<file path="src/rtl/traffic_pkg.sv">
// Shared constants for the traffic-light timer and the light-sequencing FSM it feeds.
// Holds default timing parameters and the 6-bit light-state encodings.
package traffic_pkg;

  localparam int DEF_CLK_PER_SEC = 50_000_000;
  localparam int DEF_TS_SEC      = 5;
  localparam int DEF_TL_SEC      = 25;
  localparam int DEF_CNT_W       = 8;

  // Light encodings: {main R, main Y, main G, side R, side Y, side G}
  typedef enum logic [5:0] {
    LIGHT_MAIN_GREEN  = 6'b001_100,
    LIGHT_MAIN_YELLOW = 6'b010_100,
    LIGHT_SIDE_GREEN  = 6'b100_001,
    LIGHT_SIDE_YELLOW = 6'b100_010
  } light_e;

  function automatic int presc_width(input int clk_per_sec);
    return (clk_per_sec > 1) ? $clog2(clk_per_sec) : 1;
  endfunction

endpackage

</file>
<file path="src/rtl/traffic_timer_tick_prescaler.sv">
// Divides Clk down to a one-cycle-per-second tick; clear restarts the partial second.
// wrap_o is the combinational next-state of tick so the caller can act on the same edge.
module tick_prescaler
  import traffic_pkg::*;
#(
  parameter int CLK_PER_SEC = DEF_CLK_PER_SEC
) (
  input  logic Clk,
  input  logic reset,
  input  logic clear,
  input  logic enable,
  output logic tick,
  output logic wrap_o
);

  localparam int PW = presc_width(CLK_PER_SEC);
  localparam logic [PW-1:0] PRESC_LAST = PW'(CLK_PER_SEC - 1);

  logic [PW-1:0] presc_q, presc_d;
  logic          tick_q;

  always_comb begin
    presc_d = presc_q;
    wrap_o  = 1'b0;
    if (enable) begin
      if (presc_q == PRESC_LAST) begin
        presc_d = '0;
        wrap_o  = 1'b1;
      end else begin
        presc_d = presc_q + 1'b1;
      end
    end
  end

  always_ff @(posedge Clk) begin
    if (reset || clear) begin
      presc_q <= '0;
      tick_q  <= 1'b0;
    end else begin
      presc_q <= presc_d;
      tick_q  <= wrap_o;
    end
  end

  assign tick = tick_q;

endmodule

</file>
<file path="src/rtl/traffic_timer.sv">
// Interval timer for the traffic-light FSM: counts seconds since ST, raises sticky TS/TL.
// Optional Hold input (freeze while held) is built when TRAFFIC_TIMER_HOLD_EN is defined.
module traffic_timer
  import traffic_pkg::*;
#(
  parameter int CLK_PER_SEC = DEF_CLK_PER_SEC,
  parameter int TS_SEC      = DEF_TS_SEC,
  parameter int TL_SEC      = DEF_TL_SEC,
  parameter int CNT_W       = DEF_CNT_W
) (
  input  logic             Clk,
  input  logic             reset,
  input  logic             ST,
`ifdef TRAFFIC_TIMER_HOLD_EN
  input  logic             Hold,
`endif
  output logic             TS,
  output logic             TL,
  output logic             sec_tick,
  output logic [CNT_W-1:0] elapsed
);

  if (CLK_PER_SEC < 1) begin : g_bad_clk
    $error("traffic_timer: CLK_PER_SEC must be >= 1");
  end
  if (TS_SEC < 1) begin : g_bad_ts
    $error("traffic_timer: TS_SEC must be >= 1");
  end
  if (TS_SEC >= TL_SEC) begin : g_bad_order
    $error("traffic_timer: TS_SEC must be less than TL_SEC");
  end
  if (TL_SEC > (2 ** CNT_W) - 1) begin : g_bad_tl
    $error("traffic_timer: TL_SEC does not fit in CNT_W bits");
  end

  localparam logic [CNT_W-1:0] EL_MAX  = '1;
  localparam logic [CNT_W-1:0] TS_THR  = CNT_W'(TS_SEC);
  localparam logic [CNT_W-1:0] TL_THR  = CNT_W'(TL_SEC);

  logic             count_en;
  logic             wrap;
  logic [CNT_W-1:0] elapsed_q, elapsed_d;
  logic             ts_q, tl_q;

`ifdef TRAFFIC_TIMER_HOLD_EN
  assign count_en = !Hold;
`else
  assign count_en = 1'b1;
`endif

  tick_prescaler #(
    .CLK_PER_SEC (CLK_PER_SEC)
  ) u_presc (
    .Clk    (Clk),
    .reset  (reset),
    .clear  (ST),
    .enable (count_en),
    .tick   (sec_tick),
    .wrap_o (wrap)
  );

  always_comb begin
    elapsed_d = elapsed_q;
    if (wrap && (elapsed_q != EL_MAX)) begin
      elapsed_d = elapsed_q + 1'b1;
    end
  end

  // elapsed never decreases between restarts, so comparing the next value keeps flags sticky
  always_ff @(posedge Clk) begin
    if (reset || ST) begin
      elapsed_q <= '0;
      ts_q      <= 1'b0;
      tl_q      <= 1'b0;
    end else begin
      elapsed_q <= elapsed_d;
      ts_q      <= (elapsed_d >= TS_THR);
      tl_q      <= (elapsed_d >= TL_THR);
    end
  end

  assign elapsed = elapsed_q;
  assign TS      = ts_q;
  assign TL      = tl_q;

endmodule

</file>
<file path="config.mk">
export PLATFORM = sky130hd
export DESIGN_NAME = traffic_timer
export DESIGN_NICKNAME = d
export VERILOG_FILES = /design/src/rtl/traffic_pkg.sv /design/src/rtl/traffic_timer_tick_prescaler.sv /design/src/rtl/traffic_timer.sv
export SDC_FILE = /design/constraint.sdc
export NUM_CORES = 1
export LEC_CHECK = 0
export CAP_MARGIN = 20
export CORE_ASPECT_RATIO = 0.8
export CORE_MARGIN = 2
export CORE_UTILIZATION = 44
export CTS_CLUSTER_DIAMETER = 60
export DETAILED_ROUTE_END_ITERATION = 8
export HOLD_SLACK_MARGIN = 0.12
export SLEW_MARGIN = 40
export SYNTH_ARGS = -nofsm -noshare
export SYNTH_HDL_FRONTEND = slang
export SYNTH_SLANG_ARGS = --single-unit
</file>
<file path="constraint.sdc">
create_clock -name Clk -period 2.5 [get_ports Clk]
set_input_delay 0.375 -clock Clk [delete_from_list [all_inputs] [get_ports Clk]]
set_output_delay 0.375 -clock Clk [all_outputs]
set_load 0.01 [all_outputs]
</file>
==> results.cfg, run 1 <==
[synth]
syn_inst = 205
synth_seq_cells = 37
synth_edf_count = 0
synth_area_leaders = dfxtp_1, nor2_1, xnor2_1
yosysWarnings = 0
synth_top_area_share_pct = 40.6
yosys.area.top_type = dfxtp_1
netlist_area_um2 = 1820
ys.flop_type = dfxtp_1
synth.net_count = 210
ys_seq_area_share_pct = 40.6
synthArstFlopShare_pct = 0
postSynthAreaPerCell_um2 = 8.89
yosysUniqueCellTypes = 47

[routing]
drt-total-wl_um = 3910
vias_per_cell = 5.32
route.antenna.remaining_nets = 0
route.vias.total = 1480
first_pass_iters = 4
dr.first_iter.drc_count = 67
wl_per_cell_um = 14.1
drc = 0

[floorplanning]
die_w_um = 76.0
ioPinCount = 14
die_area_um2 = 4680
die_y_um = 61.6
start_util_pct = 47.0
row_count = 20
core_area_um2 = 3880

[grt]
track_usage_pct = 18.2
grt_pass1_vias = 1368
grt-ovfl-total = 0
grt_pass1_wl_um = 6560
antenna_found_initial = 0
grt_max_degree = 27

[cts]
cts.sinks = 37
cts_tree = built
cts-buffers-inserted = 5
cts-root-buf = clkbuf_8
clock_latency_ps = 280
htreeDepth = 2
clockBufferDepth = 2
clk_pin_slew_ps = 70

[setup_path]
path_class = reg2reg
reg2reg_depth = 6
cp-end-kind = flop
arrival_ps = 2460
rrSetupSlack_ps = 220
reg2reg_to = TS
regToRegStartpoint = u_presc.presc_q[11]
crit_required_ps = 2670
crit_path_start_kind = flop
worst-path-max-fanout = 4

[timing]
worst_pin_slew_ps = 489
final_hold_viol_count = 0
finalMaxSlewViolations = 0
rsz0062_at_grt = false
fin_crit_sh_pct = 91.3
relSlewSlack_pct = 67.4
max_freq_ghz = 0.438
fin_skew_ps = 6.44
setup_viol = 0
period_needed_ps = 2280
tns_ps = 0

[power_and_ir_drop]
p_leak_nw = 0.726
max-vdd-ir-drop_mv = 0.315
p_per_area_nw_per_um2 = 481

[outcome]
outcome = completed

[cells_and_area]
multi_input_area_um2 = 1040
layout-drive-gt1-share_pct = 8.97
final_common_cell = nor2_1
diodes = 0
final_design_area_no_fill_um2 = 2110
mostFrequentLayoutCells = nor2_1, dfxtp_1, xnor2_1
layout.nets = 228
syn2layout_area_growth_pct = 15.7
register_area_um2 = 741
fillCellCount = 370

[hold_path]
whs_path_depth = 1
min-delay-start = u_presc.presc_q[0]
hp-class = reg2reg
holdPathEnd = u_presc.presc_q[0]

[placement]
dp_hpwl_um = 2990
port_buffers = 13
dpl_cell_area_um2 = 2010
place.gp.congestion = 0.913

[job]
drv_cap = 0
-- layout make-up --
cell class,instances,share of cell area (%)
Tap cell,55,3.26
Multi-Input combinational cell,158,49.4
Clock buffer,7,4.09
Timing Repair Buffer,16,7.24
Inverter,5,0.890
Sequential cell,37,35.1
-- critical path, stage by stage (launching register included) --
cell	delay [ps]
dfxtp_1	340
or4b_1	520
nor4_1	310
nor4b_4	360
nand2_1	190
mux2i_1	160
a211o_1	290
-- kinds of logic after synthesis --
logic type / count (synthesis) / share of synthesized area (%)
buffers and inverters: 10 / 2.68
AO/OA/AOI/OAI: 15 / 6.45
multiplexers: 2 / 1.10
adder cells (fa/ha/maj): 2 / 1.37
AND/OR/NAND/NOR: 108 / 32.9
flip-flops: 37 / 40.6
XOR/XNOR: 31 / 14.9
-- routing by layer --
layer  vias to the layer above  wire length (um)  global-route usage (%)
met5                         -                 0                       0
met4                         0                15                    7.01
met1                       699              1970                    25.4
met3                         2               196                    4.40
li1                        748                 -                       -
met2                        31              1730                    27.8
-- stage by stage --
stage               hold WS [ps]  std cells  utilization, %  worst slack [ps]  power, mW
finish                       465        278            54.4               218       1.01
global route                 509        278            54.4              93.5       1.06
CTS                          467        278            54.2               142       1.03
detailed placement           451        271            51.9               190      0.624
global placement             441        271            51.9               289      0.624
floorplan                    430        205               -               460      0.617
-- report_power, final --
group          switching (mW)  total [mW]  internal [mW]
clock                   0.185       0.404          0.218
sequential            0.00146       0.592          0.591
combinational          0.0115      0.0181        0.00664
-- worst max path at each step --
stage | from | endpoint | cells past startpoint
finish | u_presc.presc_q[11] | TS | 6
global route | u_presc.presc_q[11] | TS | 6
CTS | u_presc.presc_q[11] | TS | 6
detailed placement | u_presc.presc_q[16] | TS | 6
global placement | u_presc.presc_q[16] | TS | 6
floorplan | u_presc.presc_q[16] | TS | 6
-- synthesized netlist by cell type, types with 2 or more instances --
| cell type | instances |
|---|---|
| nand3_1 | 12 |
| or4b_1 | 2 |
| dfxtp_1 | 37 |
| inv_1 | 5 |
| nor2_1 | 44 |
| xor2_1 | 14 |
| nand2_1 | 11 |
| mux2i_1 | 2 |
| a21oi_1 | 2 |
| or3_1 | 2 |
| xnor2_1 | 17 |
| nand4_1 | 6 |
| buf_2 | 3 |
| nand4b_1 | 2 |
| nor3_1 | 3 |
| and3_1 | 8 |
| ha_1 | 2 |
| a31oi_1 | 2 |
| nor2b_1 | 2 |
| nor3_2 | 2 |
-- flip-flops by register name, indices dropped and copies added, names as in the netlist --
register         cells
TL                   1
elapsed              8
u_presc.presc_q     26
u_presc.tick         1
TS                   1
-- what timing repair did --
item | in CTS | in global routing
resized for setup | 0 | 1
setup buffers | 0 | 0
setup endpoints to repair | 0 | 1
hold buffers | 0 | 0
No activity file was read; power rests on OpenSTA's default activity.
==> run 2: changes to the inputs <==
--- a/config.mk
+++ b/config.mk
@@ -7,7 +7,7 @@
 export LEC_CHECK = 0
 export CAP_MARGIN = 20
 export CORE_ASPECT_RATIO = 0.8
-export CORE_MARGIN = 2
+export CORE_MARGIN = 3
 export CORE_UTILIZATION = 44
 export CTS_CLUSTER_DIAMETER = 60
 export DETAILED_ROUTE_END_ITERATION = 8
==> results.cfg, run 2 (synthesized netlist as in run 1, its figures left out) <==
[timing]
worst_pin_slew_ps = 390
final_hold_viol_count = 0
fin_skew_ps = 6.61
rsz0062_at_grt = false
relSlewSlack_pct = 73.7
max_freq_ghz = 0.448
period_needed_ps = 2230
fin_crit_sh_pct = 89.3
whs_ps = 481
finalMaxSlewViolations = 0
tns_ps = 0
setup_viol = 0

[grt]
grt_max_degree = 27
track_usage_pct = 17.4
grt-ovfl-total = 0
grt_pass1_vias = 1462
antenna_found_initial = 0
grt_pass1_wl_um = 6800

[cells_and_area]
syn2layout_area_growth_pct = 17.3
diodes = 0
regMostFlops = u_presc.presc_q
layout.nets = 229
mostFrequentLayoutCells = nor2_1, dfxtp_1, xnor2_1
layout-drive-gt1-share_pct = 9.78
largest_reg_flops = 26
final_common_cell = nor2_1

[power_and_ir_drop]
swShare_pct = 19.0
p_leak_nw = 0.726
combPwrFrac_pct = 1.6
max-vdd-ir-drop_mv = 0.252
pwr-share-clk_pct = 46.4
p_per_area_nw_per_um2 = 533
power_frac_seq_pct = 52.0
switchingPower_mw = 0.217
power_mw = 1.14
p_int_mw = 0.922

[cts]
clk_pin_slew_ps = 70
cts-buffers-inserted = 5
clock_latency_ps = 290
cts_resized = 0
cts_tree = built
cts.sinks = 37
cts_setup_buffers = 0
hold_buffers = 0
htreeDepth = 2
cts-root-buf = clkbuf_8
clockBufferDepth = 2

[setup_path]
path_class = reg2reg
path_cells = or4b_1 -> nor4_1 -> nor4b_2 -> nand2_1 -> mux2i_1 -> a211o_1
arrival_ps = 2420
worst-path-max-fanout = 6
crit_path_start_kind = flop
cp-end-kind = flop
slowest_stage = or4b_1
crit_required_ps = 2690
critPathMaxStageDelay_ps = 530
reg2reg_depth = 6

[outcome]
outcome = completed

[placement]
place.gp.congestion = 0.952
port_buffers = 13
dp_hpwl_um = 2870

[floorplanning]
die_area_um2 = 4960
die_w_um = 78.0
die_y_um = 63.6
row_count = 20
start_util_pct = 47.0
ioPinCount = 14
core_area_um2 = 3880

[routing]
wl_per_cell_um = 13.9
drt-total-wl_um = 3880
route.vias.total = 1478
first_pass_iters = 4
vias_per_cell = 5.28
dr.first_iter.drc_count = 167
route.antenna.remaining_nets = 0
drc = 0

[hold_path]
whs_path_depth = 1
hp-class = reg2reg

[job]
drv_cap = 0
[run 2: worst paths after layout]
| check | start | endpoint | slack [ps] |
|---|---|---|---|
| max | u_presc.presc_q[16] | TS | 270 |
| min | u_presc.presc_q[0] | u_presc.presc_q[0] | 480 |
| max reg2reg | u_presc.presc_q[16] | TS | 270 |
| min reg2reg | u_presc.presc_q[0] | u_presc.presc_q[0] | 480 |
[run 2: layout make-up]
class / count / area, um2
Clock buffer: 7 / 86.3
Clock inverter: 1 / 30.0
Fill cell: 365 / 1740
Inverter: 5 / 18.8
Multi-Input combinational cell: 158 / 1030
Sequential cell: 37 / 741
Tap cell: 55 / 68.8
Timing Repair Buffer: 17 / 160
[run 2: per-stage QoR]
step                area (um2)  setup WS, ps  utilization, %  instances
floorplan                 1820           460               -        205
global placement          2020           278            52.1        272
detailed placement        2020           310            52.1        272
CTS                       2140           284            55.1        280
global route              2140           133            55.1        280
finish                    2140           267            55.1        280
[run 2: layer usage]
layer | vias up | GRT usage, % | routed length (um)
met5 | - | 0 | 0
met4 | 0 | 5.02 | 48
met3 | 8 | 6.71 | 191
met2 | 34 | 23.7 | 1600
met1 | 685 | 25.0 | 2050
li1 | 751 | - | -
[run 2: power by group through the flow]
stage / logic, mW / clock network [mW] / registers [mW]
after floorplan: 0.0118 / 0 / 0.605
after global placement: 0.0180 / 0 / 0.605
after detailed placement: 0.0181 / 0 / 0.606
after CTS: 0.0181 / 0.534 / 0.592
after global routing: 0.0203 / 0.572 / 0.592
final: 0.0182 / 0.529 / 0.592
[run 2: worst max-delay path: cells and delay by family, from the launching register on]
family,cells,cell delay (ps)
flops,1,360
compound gates,1,290
mux,1,180
simple gates,4,1310
